File: config.mk
export PLATFORM = sky130hd
export DESIGN_NAME = cci_mpf_csr_event_counters_flat
export DESIGN_NICKNAME = d
export VERILOG_FILES = /design/src/rtl/cci_mpf_csr_event_counters_if.sv /design/src/rtl/cci_mpf_csr_event_counters.sv /design/src/flat_wrapper.sv
export SDC_FILE = /design/constraint.sdc
export NUM_CORES = 1
export LEC_CHECK = 0
export CAP_MARGIN = 40
export CELL_PAD_IN_SITES_DETAIL_PLACEMENT = 1
export CELL_PAD_IN_SITES_GLOBAL_PLACEMENT = 2
export CORE_MARGIN = 2
export CORE_UTILIZATION = 42
export DETAILED_ROUTE_END_ITERATION = 16
export PLACE_DENSITY_LB_ADDON = 0.1
export SLEW_MARGIN = 10
export SYNTH_ARGS = -nofsm -noshare
export SYNTH_HDL_FRONTEND = slang
export SYNTH_SLANG_ARGS = --single-unit
File: constraint.sdc
create_clock -name clk -period 7.7 [get_ports clk]
set_input_delay 1.155 -clock clk [delete_from_list [all_inputs] [get_ports clk]]
set_output_delay 1.155 -clock clk [all_outputs]
set_load 0.05 [all_outputs]
File: src/rtl/cci_mpf_csr_event_counters_if.sv
// Bundle between the MPF CSR manager / event shims (master) and the event-counter bank (slave).
// Requests carry no ready: the bank accepts every rd_req, and rd_rsp_valid pulses exactly one cycle later.
interface cci_mpf_csr_event_counters_if #(
    parameter int N_EVENTS      = 5,
    parameter int COUNTER_WIDTH = 64,
    parameter int IDX_W         = (N_EVENTS > 1) ? $clog2(N_EVENTS) : 1
);
    logic [N_EVENTS-1:0]      events_in;
    logic                     clear_req;
    logic [N_EVENTS-1:0]      clear_mask;
    logic                     snapshot_req;
    logic                     rd_req;
    logic [IDX_W-1:0]         rd_idx;
    logic                     rd_rsp_valid;
    logic [COUNTER_WIDTH-1:0] rd_rsp_data;
    logic                     rd_rsp_overflow;
    logic                     snapshot_done;

    modport master (
        output events_in, clear_req, clear_mask, snapshot_req, rd_req, rd_idx,
        input  rd_rsp_valid, rd_rsp_data, rd_rsp_overflow, snapshot_done
    );

    modport slave (
        input  events_in, clear_req, clear_mask, snapshot_req, rd_req, rd_idx,
        output rd_rsp_valid, rd_rsp_data, rd_rsp_overflow, snapshot_done
    );
endinterface

File: src/rtl/cci_mpf_csr_event_counters.sv
// Event-counter bank with atomic snapshot into a shadow bank, indexed shadow read and masked clear.
// Define CCI_MPF_EVENT_CTR_SATURATE_EN to make counters saturate at all-ones instead of wrapping.
module cci_mpf_csr_event_counters #(
    parameter int N_EVENTS       = 5,
    parameter int COUNTER_WIDTH  = 64,
    parameter int N_INPUT_STAGES = 1
) (
    input  logic                        clk,
    input  logic                        reset,
    cci_mpf_csr_event_counters_if.slave csr
);
    localparam logic [COUNTER_WIDTH-1:0] CTR_ONES = '1;
    localparam logic [COUNTER_WIDTH-1:0] CTR_ONE  = COUNTER_WIDTH'(1);

    logic [N_EVENTS-1:0] qual_events;

    generate
        if (N_INPUT_STAGES == 0) begin : g_no_stage
            assign qual_events = csr.events_in;
        end else begin : g_stages
            logic [N_EVENTS-1:0] stage_q [N_INPUT_STAGES];

            always_ff @(posedge clk) begin
                if (reset) begin
                    for (int s = 0; s < N_INPUT_STAGES; s++) stage_q[s] <= '0;
                end else begin
                    stage_q[0] <= csr.events_in;
                    for (int s = 1; s < N_INPUT_STAGES; s++) stage_q[s] <= stage_q[s-1];
                end
            end

            assign qual_events = stage_q[N_INPUT_STAGES-1];
        end
    endgenerate

    logic [COUNTER_WIDTH-1:0] live_q   [N_EVENTS];
    logic [COUNTER_WIDTH-1:0] live_d   [N_EVENTS];
    logic [COUNTER_WIDTH-1:0] shadow_q [N_EVENTS];
    logic [N_EVENTS-1:0]      ovf_q;
    logic [N_EVENTS-1:0]      ovf_d;

    // Clear has priority: a qualified event landing on a cleared channel is dropped.
    always_comb begin
        for (int i = 0; i < N_EVENTS; i++) begin
            live_d[i] = live_q[i];
            ovf_d[i]  = ovf_q[i];
            if (csr.clear_req && csr.clear_mask[i]) begin
                live_d[i] = '0;
                ovf_d[i]  = 1'b0;
            end else if (qual_events[i]) begin
`ifdef CCI_MPF_EVENT_CTR_SATURATE_EN
                if (live_q[i] == CTR_ONES) ovf_d[i] = 1'b1;
                else live_d[i] = live_q[i] + CTR_ONE;
`else
                if (live_q[i] == CTR_ONES) ovf_d[i] = 1'b1;
                live_d[i] = live_q[i] + CTR_ONE;
`endif
            end
        end
    end

    // Shadow captures live_q, i.e. the value before this cycle's increment or clear.
    always_ff @(posedge clk) begin
        if (reset) begin
            for (int i = 0; i < N_EVENTS; i++) begin
                live_q[i]   <= '0;
                shadow_q[i] <= '0;
            end
            ovf_q <= '0;
        end else begin
            for (int i = 0; i < N_EVENTS; i++) begin
                live_q[i] <= live_d[i];
                if (csr.snapshot_req) shadow_q[i] <= live_q[i];
            end
            ovf_q <= ovf_d;
        end
    end

    logic                     idx_in_range;
    logic                     rsp_valid_q;
    logic [COUNTER_WIDTH-1:0] rsp_data_q;
    logic                     rsp_ovf_q;
    logic                     snap_done_q;

    assign idx_in_range = int'(csr.rd_idx) < N_EVENTS;

    always_ff @(posedge clk) begin
        if (reset) begin
            rsp_valid_q <= 1'b0;
            rsp_data_q  <= '0;
            rsp_ovf_q   <= 1'b0;
            snap_done_q <= 1'b0;
        end else begin
            rsp_valid_q <= csr.rd_req;
            snap_done_q <= csr.snapshot_req;
            if (csr.rd_req) begin
                rsp_data_q <= idx_in_range ? shadow_q[csr.rd_idx] : '0;
                rsp_ovf_q  <= idx_in_range ? ovf_q[csr.rd_idx] : 1'b0;
            end
        end
    end

    assign csr.rd_rsp_valid    = rsp_valid_q;
    assign csr.rd_rsp_data     = rsp_data_q;
    assign csr.rd_rsp_overflow = rsp_ovf_q;
    assign csr.snapshot_done   = snap_done_q;
endmodule

File: src/flat_wrapper.sv
// flat-port wrapper written by rule: the top's interface ports become plain ports
module cci_mpf_csr_event_counters_flat 
#(
    parameter int N_EVENTS       = 5,
    parameter int COUNTER_WIDTH  = 64,
    parameter int N_INPUT_STAGES = 1
)
  (clk, reset, csr_events_in, csr_clear_req, csr_clear_mask, csr_snapshot_req, csr_rd_req, csr_rd_idx, csr_rd_rsp_valid, csr_rd_rsp_data, csr_rd_rsp_overflow, csr_snapshot_done);
  cci_mpf_csr_event_counters_if #(.N_EVENTS(N_EVENTS), .COUNTER_WIDTH(COUNTER_WIDTH)) csr_i ();
  input  logic clk;
  input  logic reset;
  input wire logic [$bits(csr_i.events_in)-1:0] csr_events_in;
  input wire logic [$bits(csr_i.clear_req)-1:0] csr_clear_req;
  input wire logic [$bits(csr_i.clear_mask)-1:0] csr_clear_mask;
  input wire logic [$bits(csr_i.snapshot_req)-1:0] csr_snapshot_req;
  input wire logic [$bits(csr_i.rd_req)-1:0] csr_rd_req;
  input wire logic [$bits(csr_i.rd_idx)-1:0] csr_rd_idx;
  output wire logic [$bits(csr_i.rd_rsp_valid)-1:0] csr_rd_rsp_valid;
  output wire logic [$bits(csr_i.rd_rsp_data)-1:0] csr_rd_rsp_data;
  output wire logic [$bits(csr_i.rd_rsp_overflow)-1:0] csr_rd_rsp_overflow;
  output wire logic [$bits(csr_i.snapshot_done)-1:0] csr_snapshot_done;
  assign csr_i.events_in = csr_events_in;
  assign csr_i.clear_req = csr_clear_req;
  assign csr_i.clear_mask = csr_clear_mask;
  assign csr_i.snapshot_req = csr_snapshot_req;
  assign csr_i.rd_req = csr_rd_req;
  assign csr_i.rd_idx = csr_rd_idx;
  assign csr_rd_rsp_valid = csr_i.rd_rsp_valid;
  assign csr_rd_rsp_data = csr_i.rd_rsp_data;
  assign csr_rd_rsp_overflow = csr_i.rd_rsp_overflow;
  assign csr_snapshot_done = csr_i.snapshot_done;
  cci_mpf_csr_event_counters #(.N_EVENTS(N_EVENTS), .COUNTER_WIDTH(COUNTER_WIDTH), .N_INPUT_STAGES(N_INPUT_STAGES)) u_core (.clk(clk), .reset(reset), .csr(csr_i));
endmodule
# == Word level (Yosys, flattened, before mapping) ==
# Memories as Yosys holds them, arrays and structs flattened.
# Index checks and enable logic that the tools add are counted.
# totals
in_bits,18
out_inout_bits,67
mem_bits_rw,645
mem_bits_ro,0
ff_bits,72
latch_bits,0
n_memories,3
# op_classes
n_eq_ne,5
order_cmp,2
reduce_logical,16
n_mux,32
shifts,0
bitwise,10
mul,0
div,0
n_addsub,5
# mem_list
memory,depth,word_bits,rd,rd_clocked_by_memory_dff,wr,line_no,text
u_core.live_q,5,64,5,0,5,cci_mpf_csr_event_counters.sv:36,logic [COUNTER_WIDTH-1:0] live_q [N_EVENTS];
u_core.shadow_q,5,64,1,0,5,cci_mpf_csr_event_counters.sv:38,logic [COUNTER_WIDTH-1:0] shadow_q [N_EVENTS];
u_core.g_stages.stage_q,1,5,1,0,1,cci_mpf_csr_event_counters.sv:21,logic [N_EVENTS-1:0] stage_q [N_INPUT_STAGES];
# ops
cell,count
two-way mux 64 bit,21
adder 64 x 1 -> 64 bit (second input constant),5
equality test 64 bit (second input constant),5
OR 1 bit,10
AND reduction 2 bit,5
OR reduction 2 bit,5
two-way mux 1 bit,9
logical AND 1 bit,5
two-way mux 5 bit,1
OR reduction 5 bit,1
less-than comparator 3 x 4 -> 1 bit (second input constant),1
binary-select mux 1 bit (select 3 bit),1
less-than comparator 3 bit (second input constant),1

# == Logic depth before layout (Yosys ltp) ==
# depth
word_depth,4
ltp_mapped,9
depth_no_buf,6

# == Worst setup path after synthesis ==
# Ideal clock, no wire load.
# synth_path
kind,input port to flip-flop
start,input port reset
end,memory u_core.shadow_q[0][0] (enable)
required_ns,7.150
n_path_buf,3
arrival_time_ns,5.879
stages,4
slack_ns,1.271
setup_time_ns,0.550
cell_sequence,clkbuf_1 > clkbuf_1 > buf_1 > or2_2
# synth_lines
element,line_no,text
from (decl),flat_wrapper.sv:11,input logic reset;
to (decl),cci_mpf_csr_event_counters.sv:38,

# == Worst setup path in the final report ==
# layout_path
start,register u_core.rsp_ovf_q (netlist: u_core.csr.rd_rsp_overflow)
end,output port csr_rd_rsp_overflow
# layout_lines
element,line_no,text
from (decl),cci_mpf_csr_event_counters.sv:82,logic rsp_ovf_q;
from (signal assigned),cci_mpf_csr_event_counters.sv:98,rsp_ovf_q <= idx_in_range ? ovf_q[csr.rd_idx] : 1'b0;
to (decl),flat_wrapper.sv:20,output wire logic [$bits(csr_i.rd_rsp_overflow)-1:0] csr_rd_rsp_overflow;
# No word-level cell between the ends.

==> summary.md <==
| Metric | Value |
|---|---|
| Status | finished clean |
| VDD IR max | 143 uV |
| Unrepaired setup endpoints after global routing | false |
| Fillers | 8135 |
| Post-synthesis xor/xnor area fraction | 4.78% |
| Post-DP HPWL | 68400 um |
| Ports | 85 |
| Hold Path Class | flip-flop to flip-flop |
| Setup crit start kind | flip-flop |
| Max FO, Critical Path | 2 |
| Root Driver | clkbuf_16 |
| Crit-path cells | clkdlybuf4s50_1 |
| Global-route wire length before repair | 151000 um |
| Hold Slack | 0.474 ns |
| Clk_lat worst skew | 0.63 ns |
| Pint | 6.49 mW |
| Register area share after synthesis | 54.7% |
| Post-CTS Resized | 0 |
| Buf+Inv Stages, Crit Path | 1 |
| Arr. time, crit path | 2.01 ns |
| Leak | 12.3 nW |
| Drt pass-1 iters | 5 |
| Max-slew violation count | 0 |
| IO buf count | 84 |
| WL/cell | 23.6 um |
| Achievable frequency | 0.316 GHz |
| Worst Skew | 0.0191 ns |
| Post-CTS setup repair buffer count | 0 |
| Starting Density | 42.3% |
| Rows | 101 |
| Area share of fa/ha/maj cells after synthesis | 0.195% |
| Vias in the first global route | 24.1k |
| Combinational group share of total power | 4.3% |
| Main combinational cell family by area after synthesis | simple AND/OR/NAND/NOR gates |
| Switching fraction of total power | 22.7% |
| Mux cell area share after synthesis | 6.85% |
| Layout cells sized above 1 | 8.20% |
| CP top delay family | buffers and inverters |
| Final Hold Viols | 0 |
| Setup TNS | 0 ns |
| Layout area overhead | 13.9% |
| Worst-case clock buffer depth | 3 |
| Synth async-reset ratio | 0% |
| Post-synth EDFFs | 320 |
| Overflow after GRT | 0 |
| Avg Inst Size Synth | 10.6 um^2 |
| Max Cap Viol | 0 |
| Synth area leaders | edfxtp_1 30%, dfxtp_1 25%, and2_1 6.6%, mux4_2 4.6%, nor2_1 4.2% |
| Synth area leader | edfxtp_1 |
| Flop pwr share | 48.9% |
| Post-synthesis compound-gate area fraction | 6.07% |
| Cells after Synth | 3034 |
| Ys Warns | 0 |
| Die ar. | 0.0786 mm^2 |
| Initial antenna violation count | 5 |
| Cell variety after synth | 57 |
| Endpoints failing setup | 0 |
| CP peak stage delay | 0.87 ns |
| Post-synth top flop | dfxtp_1 |
| Slew @ Worst Pin | 1.17 ns |
| Crit path required time | 6.55 ns |
| Drt drc | 0 |
| Synth Net Count | 3057 |
| Clock power share | 46.8% |
| WL final | 97400 um |
| Synthesized area | 0.0321 mm^2 |
| Nets | 3101 |
| WS Path Type | flip-flop to primary output |
| P per Cell Area | 230 mW/mm^2 |
| Largest net degree at the start of global routing | 322 |
| Switching power | 1.91 mW |
| Final antenna-violating net count | 0 |
| Die width | 280 um |
| Initial DRC count | 1672 |
| Fin util | 48.2% |
| GRT Total Usage | 24.9% |
| Max-slew headroom | 22.0% |
| Top-area cell type share of the netlist area | 30.0% |
| Final estimated routing congestion in global placement | 0.880 |
| CTS tree | done |
| Vias post-DR | 24.0k |
| H-tree depth | 3 |
| Crit end category | primary output |
| Slowest cell on the critical path | clkdlybuf4s50_1 |
| Clk slew on worst S/H paths | 0.06 ns |
| Num CTS Buffers | 80 |
| CTS Sinks | 717 |
| Ant diodes | 0 |
| Core footprint | 0.0758 mm^2 |
| Vias per cell | 5.81 |
| Final period util | 41.1% |
| # hold bufs at CTS | 0 |
| Die H | 280 um |
| Number of synthesized register bits | 717 |
| Synth Area in Simple Gates | 25.1% |
| Tmin final | 3.16 ns |
## flip-flops by register name, summed over array words and instances (netlist names)
| register | cells |
|---|---|
| u_core.shadow_q | 320 |
| u_core.csr.rd_rsp_data | 64 |
| u_core.g_stages.stage_q | 5 |
| u_core.csr.rd_rsp_valid | 1 |
| u_core.ovf_q | 5 |
| u_core.csr.rd_rsp_overflow | 1 |
| u_core.csr.snapshot_done | 1 |
| u_core.live_q | 320 |
## power by group through the flow
stage	sequential, mW	clock [mW]	combinational [mW]
5_1_grt	4.11	4.17	0.383
2_1_floorplan	4.20	0	0.203
3_5_place_dp	4.19	0	0.359
4_1_cts	4.11	4.01	0.359
6_report	4.11	3.93	0.358
3_3_place_gp	4.19	0	0.349
## Yosys cell counts (3+ instances only)
cell type,instances
and2_1,338
mux2i_1,72
or3_1,89
nor4_2,6
xnor2_1,66
dfxtp_1,397
or4_1,54
nor2_1,358
o21a_1,8
nor4_1,51
o21ai_0,82
o41ai_1,5
or2_2,6
edfxtp_1,320
clkbuf_1,122
nor3_1,46
o31ai_1,43
buf_2,16
nand4b_1,8
and3_1,35
nand2b_1,7
nor2b_1,7
and4_1,35
nand3_1,116
nand4_1,156
o311ai_0,3
mux4_2,65
nand2_1,133
inv_1,31
a21oi_1,199
xor2_1,109
buf_1,11
a21o_1,5
ha_1,5
## per-layer routing
| layer | routed length (um) | GRT usage [%] | vias to the layer above |
|---|---|---|---|
| li1 | - | - | 11200 |
| met1 | 48300 | 37.9 | 12200 |
| met2 | 42800 | 37.5 | 500 |
| met3 | 4220 | 2.85 | 113 |
| met4 | 2130 | 6.66 | 0 |
| met5 | 0 | 0 | - |
## worst paths after layout
kind | cells after the start | end | startpoint | slack, ns
hold reg to reg | 2 | u_core.ovf_q[0] | u_core.ovf_q[0] | 0.47
setup / recovery | 1 | csr_rd_rsp_overflow | u_core.csr.rd_rsp_overflow | 4.54
hold / removal | 2 | u_core.ovf_q[0] | u_core.ovf_q[0] | 0.47
setup reg to reg | 5 | u_core.live_q[1][58] | u_core.live_q[1][3] | 4.63
## layout by cell type (no fill, tap or decap), types with 83 or more instances in the layout
cell type,Yosys,routed
dfxtp_1,397,397
nor2_1,358,358
nand2_1,133,132
nand3_1,116,116
or3_1,89,89
and2_1,338,338
a21oi_1,199,199
xor2_1,109,109
nand4_1,156,156
clkbuf_16,0,83
edfxtp_1,320,320
## layout make-up
type	count	area, um^2	share of cell area [%]
Multi-Input combinational cell	2132	13800	37.8
Sequential cell	717	17600	48.1
Timing Repair Buffer	116	1150	3.14
Inverter	31	116	0.319
Clock buffer	104	2250	6.15
Clock inverter	45	427	1.17
Tap cell	978	1220	3.35
## through the flow
stage          power (mW)  instances  worst slack [ns]  instance area (um^2)
2_1_floorplan        4.40       3034              1.27                 32100
3_3_place_gp         4.54       3965              3.83                 33700
3_5_place_dp         4.55       3973              3.70                 33800
4_1_cts              8.48       4122              4.39                 36500
5_1_grt              8.67       4123              4.34                 36500
6_report             8.40       4123              4.54                 36500
## kinds of logic after synthesis
| kind of cell | count (synthesis) |
|---|---|
| adders and majority gates | 5 |
| AOI/OAI and AO/OA | 351 |
| xor gates and xnor gates | 175 |
| muxes | 138 |
| buffers and inverters | 185 |
| and+or+nand+nor | 1463 |
| DFF | 717 |
## worst register-to-register path: stages (launching register included)
cell     delay (ns)
dfxtp_1        0.44
nand4_1        0.54
nor4_2         0.73
nand4_1        0.52
or4_1          0.64
a21oi_1        0.14
Power figures use the tool's default switching activity.
